[src/rtl/pipe_stage_skid.sv]
// pipe_stage_skid: one pipeline-stage register (PC, instruction, sideband)
// with a valid/ready handshake, a 2-entry skid buffer (main + skid) so that
// in_ready is registered, synchronous flush to a NOP bubble, stall as a
// downstream hold, and a saturating bubble counter for CPI debug.
//
// Handshake: a beat moves across an interface on a rising edge only when its
// valid and ready are both 1 in the cycle before that edge. The sender holds
// the payload stable until that happens. Here in_ready depends only on
// registered state, never combinationally on out_ready. stall behaves exactly
// as if out_ready were 0.
module pipe_stage_skid #(
    parameter int                 PC_W     = 32,
    parameter int                 INST_W   = 32,
    parameter int                 SB_W     = 8,
    // sll $0,$0,0 encodes as all zeros
    parameter logic [INST_W-1:0]  NOP_INST = '0,
    parameter int                 CNT_W    = 16
) (
    input  logic              clk,
    input  logic              rst_n,
    input  logic              flush,
    input  logic              stall,
    input  logic              in_valid,
    output logic              in_ready,
    input  logic [PC_W-1:0]   in_pc,
    input  logic [INST_W-1:0] in_inst,
    input  logic [SB_W-1:0]   in_sb,
    output logic              out_valid,
    input  logic              out_ready,
    output logic [PC_W-1:0]   out_pc,
    output logic [INST_W-1:0] out_inst,
    output logic [SB_W-1:0]   out_sb,
    output logic [CNT_W-1:0]  bubble_cnt
);

    // Skid entry: holds the beat accepted while main was stuck.
    logic              skid_valid;
    logic [PC_W-1:0]   skid_pc;
    logic [INST_W-1:0] skid_inst;
    logic [SB_W-1:0]   skid_sb;

    // Next-state values.
    logic              main_valid_n;
    logic [PC_W-1:0]   main_pc_n;
    logic [INST_W-1:0] main_inst_n;
    logic [SB_W-1:0]   main_sb_n;
    logic              skid_valid_n;
    logic [PC_W-1:0]   skid_pc_n;
    logic [INST_W-1:0] skid_inst_n;
    logic [SB_W-1:0]   skid_sb_n;

    logic acc_in;
    logic acc_out;
    logic main_free;

    assign acc_in    = in_valid & in_ready;
    assign acc_out   = out_valid & out_ready & ~stall;
    // Main can take a new beat this edge if it is empty or is being drained.
    assign main_free = ~out_valid | acc_out;

    // Next-state selection for main and skid; flush overrides everything.
    always_comb begin
        main_valid_n = out_valid;
        main_pc_n    = out_pc;
        main_inst_n  = out_inst;
        main_sb_n    = out_sb;
        skid_valid_n = skid_valid;
        skid_pc_n    = skid_pc;
        skid_inst_n  = skid_inst;
        skid_sb_n    = skid_sb;

        if (flush) begin
            main_valid_n = 1'b0;
            main_pc_n    = '0;
            main_inst_n  = NOP_INST;
            main_sb_n    = '0;
            skid_valid_n = 1'b0;
        end else if (main_free) begin
            if (skid_valid) begin
                // Oldest beat lives in skid, so it moves up first.
                main_valid_n = 1'b1;
                main_pc_n    = skid_pc;
                main_inst_n  = skid_inst;
                main_sb_n    = skid_sb;
                if (acc_in) begin
                    skid_valid_n = 1'b1;
                    skid_pc_n    = in_pc;
                    skid_inst_n  = in_inst;
                    skid_sb_n    = in_sb;
                end else begin
                    skid_valid_n = 1'b0;
                end
            end else if (acc_in) begin
                main_valid_n = 1'b1;
                main_pc_n    = in_pc;
                main_inst_n  = in_inst;
                main_sb_n    = in_sb;
            end else begin
                // Going empty: present a NOP, keep the last PC.
                main_valid_n = 1'b0;
                main_inst_n  = NOP_INST;
                main_sb_n    = '0;
            end
        end else if (acc_in) begin
            // Main is stuck; park the incoming beat in skid.
            skid_valid_n = 1'b1;
            skid_pc_n    = in_pc;
            skid_inst_n  = in_inst;
            skid_sb_n    = in_sb;
        end
    end

    // Register main, skid and the registered in_ready.
    always_ff @(posedge clk or negedge rst_n) begin
        if (!rst_n) begin
            out_valid  <= 1'b0;
            out_pc     <= '0;
            out_inst   <= NOP_INST;
            out_sb     <= '0;
            skid_valid <= 1'b0;
            skid_pc    <= '0;
            skid_inst  <= NOP_INST;
            skid_sb    <= '0;
            in_ready   <= 1'b1;
        end else begin
            out_valid  <= main_valid_n;
            out_pc     <= main_pc_n;
            out_inst   <= main_inst_n;
            out_sb     <= main_sb_n;
            skid_valid <= skid_valid_n;
            skid_pc    <= skid_pc_n;
            skid_inst  <= skid_inst_n;
            skid_sb    <= skid_sb_n;
            in_ready   <= ~skid_valid_n;
        end
    end

    // Count cycles with no valid output, saturating at all-ones.
    always_ff @(posedge clk or negedge rst_n) begin
        if (!rst_n) begin
            bubble_cnt <= '0;
        end else if (!out_valid && (bubble_cnt != {CNT_W{1'b1}})) begin
            bubble_cnt <= bubble_cnt + CNT_W'(1);
        end
    end

endmodule

[config.mk]
export PLATFORM = sky130hd
export DESIGN_NAME = pipe_stage_skid
export DESIGN_NICKNAME = d
export VERILOG_FILES = /design/src/rtl/pipe_stage_skid.sv
export SDC_FILE = /design/constraint.sdc
export NUM_CORES = 1
export LEC_CHECK = 0
export CAP_MARGIN = 10
export CORE_MARGIN = 5
export CORE_UTILIZATION = 45
export CTS_CLUSTER_DIAMETER = 80
export CTS_CLUSTER_SIZE = 28
export DETAILED_ROUTE_END_ITERATION = 16
export PLACE_DENSITY = 0.87
export SLEW_MARGIN = 20
export SYNTH_ARGS = -nofsm -noshare
export SYNTH_HDL_FRONTEND = slang
export SYNTH_SLANG_ARGS = --single-unit
[constraint.sdc]
create_clock -name clk -period 1.4 [get_ports clk]
set_clock_uncertainty 0.05 [all_clocks]
set_input_delay 0.35 -clock clk [delete_from_list [all_inputs] [get_ports clk]]
set_output_delay 0.35 -clock clk [all_outputs]
set_load 0.1 [all_outputs]
# --- Yosys cells after proc, flatten, opt, wreduce, memory -nomap -nowiden ---
# Index checks and enable logic that the tools add are counted.
word_totals:
  register_bits: 163
  in_bits: 78
  out_inout_bits: 90
  wordCells: 56
classes:
  addsub: 1
  n_eq_ne: 2
  muxes: 29
  bitwise: 8
  n_reduce_logical: 6
op_table:
  columns: ["op", "count"]
  rows:
  - ["$mux 32", 14]
  - ["$mux 8", 7]
  - ["$add 16x1->16 const B", 1]
  - ["$ne 16x16->1 const B", 1]
  - ["$mux 1", 8]
  - ["$not 1->1", 4]
  - ["$reduce_and 2->1", 2]
  - ["$and 1x1->1", 3]
  - ["$reduce_bool 3->1", 1]
  - ["$ne 2x2->1 const B", 1]
  - ["$reduce_bool 2->1", 1]
  - ["$logic_and 1x1->1", 1]
  - ["$logic_not 1->1", 1]
  - ["$or 1x1->1", 1]

# --- Depth between registers and ports, before layout ---
# Gate-level depths: netlist of run 1.
logic_depth:
  ltp_word: 6
  ltp_mapped: 7
  depth_no_buf: 5

# --- Least setup slack after synthesis of run 1 ---
# OpenSTA, ideal clock, no wires.
synth_timing:
  path_type: "reg-to-reg"
  start: "register bubble_cnt[0]"
  end: "register bubble_cnt[1]"
  setup_ns: 0.127
  t_arrival_ns: 2.179
  t_required_ns: 1.223
  slack_ns: -0.956
  stages_incl_launch_ff: 5
  path_buffers: 0
  period_less_slack_ns: 2.356
  path_cell_list: "dfrtp_1 ha_1 nand3_1 o41a_1 mux2_4"
synth_via:
  elab_chain_cells: 2
  word_cells_on_any_way: 3
  cone_classes: "1 x add/sub; 1 x eq/ne; 1 x reduce/logical"
synth_rtl:
  columns: ["element", "line", "source"]
  rows:
  - ["start: declaration", "33", "output logic [CNT_W-1:0] bubble_cnt"]
  - ["start signal: assignment", "143", "bubble_cnt <= bubble_cnt + CNT_W'(1);"]
  - ["branches (longest 2 deep; another with $add 16x1->16)", null, null]
# Several ways; the timed one is not identified.
# A chain may end at the register's enable or synchronous reset.

# --- Worst setup path in the final report of run 1 ---
layout_timing:
  start: "register in_ready"
  end: "register skid_sb[1]"
layout_via:
  elab_chain_cells: 4
layout_rtl:
  columns: ["element", "line", "source"]
  rows:
  - ["start: declaration", "24", "output logic in_ready,"]
  - ["start signal: assignment", "134", "in_ready <= ~skid_valid_n;"]
  - ["$and 1x1->1 (*)", "56", "assign acc_in = in_valid & in_ready;"]
  - ["$mux 8 (*)", null, null]
  - ["$mux 8", null, null]
  - ["$mux 8 (*)", null, null]
  - ["end signal: assignment", "133", "skid_sb <= skid_sb_n;"]
  - ["end: declaration", "40", "logic [SB_W-1:0] skid_sb;"]
# Every way passes the cells marked *; elsewhere a longest branch is shown, timed or not. The select of a mux whose other input is x is not followed.

==> out/qor.yml, run 1 <==
drc: 0
nets: 903
grt_pass1_vias: 6057
diodes: 0
pwr_density_cell_nw_per_um2: 1470
antenna_found_initial: 0
clkLatencyLatePin_ns: 0.42
max_freq_mhz: 574
die_h_um: 134
cap_violations: 0
htreeDepth: 4
period_minus_slack_ns: 1.74
cts_made_buffers: 17
fin_crit_sh: 1.25
slew_headroom: 0.776
drv_slew: 0
critical_path_class: "flip-flop to flip-flop"
worstPathMaxFanout: 9
worst_slack_ns: -0.343
rrSetupSlack_ns: -0.34
clockBufferDepth: 2
worstSetupEndpointType: "flip-flop"
dr_total_vias: 5920
ys_seq_area_frac: 0.588
synth_area_leaders: "dfrtp_1 58%, mux2_2 12%, mux2i_1 10%"
die_area_sq_um: 18000
hold_path.class: "input pin to async pin"
ys_types: 33
rsz0062_at_grt: "yes"
drt-wirelength-per-cell_um: 25.5
drt_iter0_drc: 356
start_util: 0.458
path_clk_slew_ns: 0.07
grt_usage: 0.240
die_w_um: 134
detail-route-antenna-nets: 0
port_buffers: 167
routed_wl_um: 26100
grt_max_degree: 45
worst-endpoint-arrival_ns: 2.00
hold_viol: 0
synth_area_sq_um: 6940
yosysWarnings: 0
syn_nets: 593
max-vdd-ir-drop_mv: 0.970
whs_ns: 0.341
synth_top_area_frac: 0.585
setup_viol: 252
synth_top_area_cell: "dfrtp_1"
crit_path_start_kind: "flip-flop"
cts_tree: "done"
fp.coreArea_sq_um: 15100
grt_remaining_overflow: 0
violations: "negative setup slack"
avgSynthCellArea_sq_um: 13.5
hpwlAfterDp_um: 12700
synthCells: 514
status: "finished, violations left"
ys_ff_latch: 163
grt_first_pass_wirelength_um: 33900
clock-sinks: 163
gp_congestion: 0.816
leakage_uw: 0.00558
tightest_slew_ns: 0.327
power_uw: 19300
root_buffer: "clkbuf_16"
dr.pass1.iters: 4
required_ns: 1.66
placementRows: 45
ios: 168
drive_above_1_share: 0.572
routed_via_density: 5.78
synthToLayoutAreaGrowth_pct: 88.9
[cell usage in the layout (no fill, tap or decap), types with 5 or more instances in the layout]
master / instances
o2bb2ai_2: 28
dfrtp_2: 15
o2bb2ai_4: 12
clkbuf_8: 5
buf_4: 92
buf_6: 31
buf_12: 102
dfrtp_1: 130
mux2_4: 57
buf_8: 7
a211oi_1: 14
clkdlybuf4s50_1: 74
a211oi_2: 16
buf_16: 9
mux2i_1: 72
nand4_1: 6
dfrtp_4: 17
clkbuf_16: 26
nor2_1: 32
mux2_2: 16
xnor2_1: 5
[flip-flops by register name, indices dropped and copies added, names as in the netlist, 8 cells and up]
name and cells:
skid_sb 8, bubble_cnt 16, skid_inst 32, out_sb 8
out_pc 32, skid_pc 32, out_inst 32
[layer usage]
layer | global-route usage | share of wire | wire (um) | vias to the layer above
li1 | - | - | - | 2522
met1 | 0.293 | 0.37 | 9660 | 3096
met2 | 0.428 | 0.55 | 14400 | 244
met3 | 0.0566 | 0.053 | 1370 | 58
met4 | 0.0684 | 0.026 | 669 | 0
met5 | 0 | 0 | 0 | -
[cell families after synthesis]
group	after synthesis	share of synthesized area
AO/OA/AOI/OAI	86	0.0980
AND/OR/NAND/NOR	71	0.0493
adder cells (fa/ha/maj)	1	0.00180
buffers and inverters	37	0.0258
XOR/XNOR	11	0.0139
flip-flops	163	0.588
multiplexers	145	0.223
[area by class of cell]
class,count,area [sq um]
clock buffers,22,494
well taps,188,235
flip-flops and latches,163,4170
fillers,620,2040
repair buffers,327,4430
multi-input cells,314,3630
inverters,1,3.75
clock inverters,10,143
[what timing repair did]
| action | CTS | global route |
|---|---|---|
| setup buffers | 56 | 41 |
| pin swaps | 44 | 13 |
| cloned | 8 | 12 |
| endpoints found under the setup margin | 252 | 252 |
| hold buffers | 1 | 0 |
| hold endpoints to repair | 25 | 0 |
| resized for setup | 64 | 137 |
[path summary, 6_finish.rpt]
path	from	to	depth (start not counted)
max reg2reg	in_ready$_DFF_PN1_	skid_sb[1]$_DFFE_PN0P_	6
max in group asynchronous	rst_n	out_inst[13]$_DFFE_PN0P_	3
max	in_ready$_DFF_PN1_	skid_sb[1]$_DFFE_PN0P_	6
min in group clk	skid_pc[24]$_DFFE_PN0P_	skid_pc[24]$_DFFE_PN0P_	1
min reg2reg	skid_pc[24]$_DFFE_PN0P_	skid_pc[24]$_DFFE_PN0P_	1
min	rst_n	out_inst[31]$_DFFE_PN0P_	2
[synth_stat cells, drive strengths merged]
cell	count
a211oi	32
a21o	1
a21oi	7
a31oi	3
and3	5
and4	1
and4b	1
buf	23
clkbuf	13
dfrtp	162
dfstp	1
ha	1
inv	1
mux2	73
mux2i	72
nand2	6
nand2b	2
nand3	7
nand4	7
nor2	37
nor3	3
nor4	1
o2111ai	1
o21a	1
o2bb2ai	40
o41a	1
or4	1
xnor2	7
xor2	4
[critical path, cell delays in order (launching register included)]
cell	delay (ns)
dfstp_4	0.64
nand2_4	0.05
nor3_4	0.13
buf_6	0.16
buf_8	0.14
buf_16	0.15
mux2_4	0.31
[stage by stage]
step	setup slack [ns]	std cells	utilization	setup TNS (ns)	cell area, sq um
6_report	-0.343	1025	0.865	-48.25	13100
5_1_grt	-0.382	1025	0.865	-58.74	13100
4_1_cts	-0.380	976	0.785	-53.13	11900
3_5_place_dp	-0.866	879	0.681	-108.69	10300
3_3_place_gp	-0.801	879	0.681	-99.72	10300
2_1_floorplan	-0.422	514	-	-51.99	7220
[power breakdown]
group          leakage, uW  internal (uW)  switching (uW)  total, uW
combinational      0.00325           3610            4060       7670
sequential         0.00202           5770             835       6600
clock             0.000314           3060            1960       5030
total              0.00558          12400            6860      19300
(Power assumes the default switching activity.)
==> inputs of run 2 (changes only) <==
Settings changed: HOLD_SLACK_MARGIN set to 0.03.
==> results of run 2 <==
The final DEF is identical to that of run 1; final timing and power are the same.
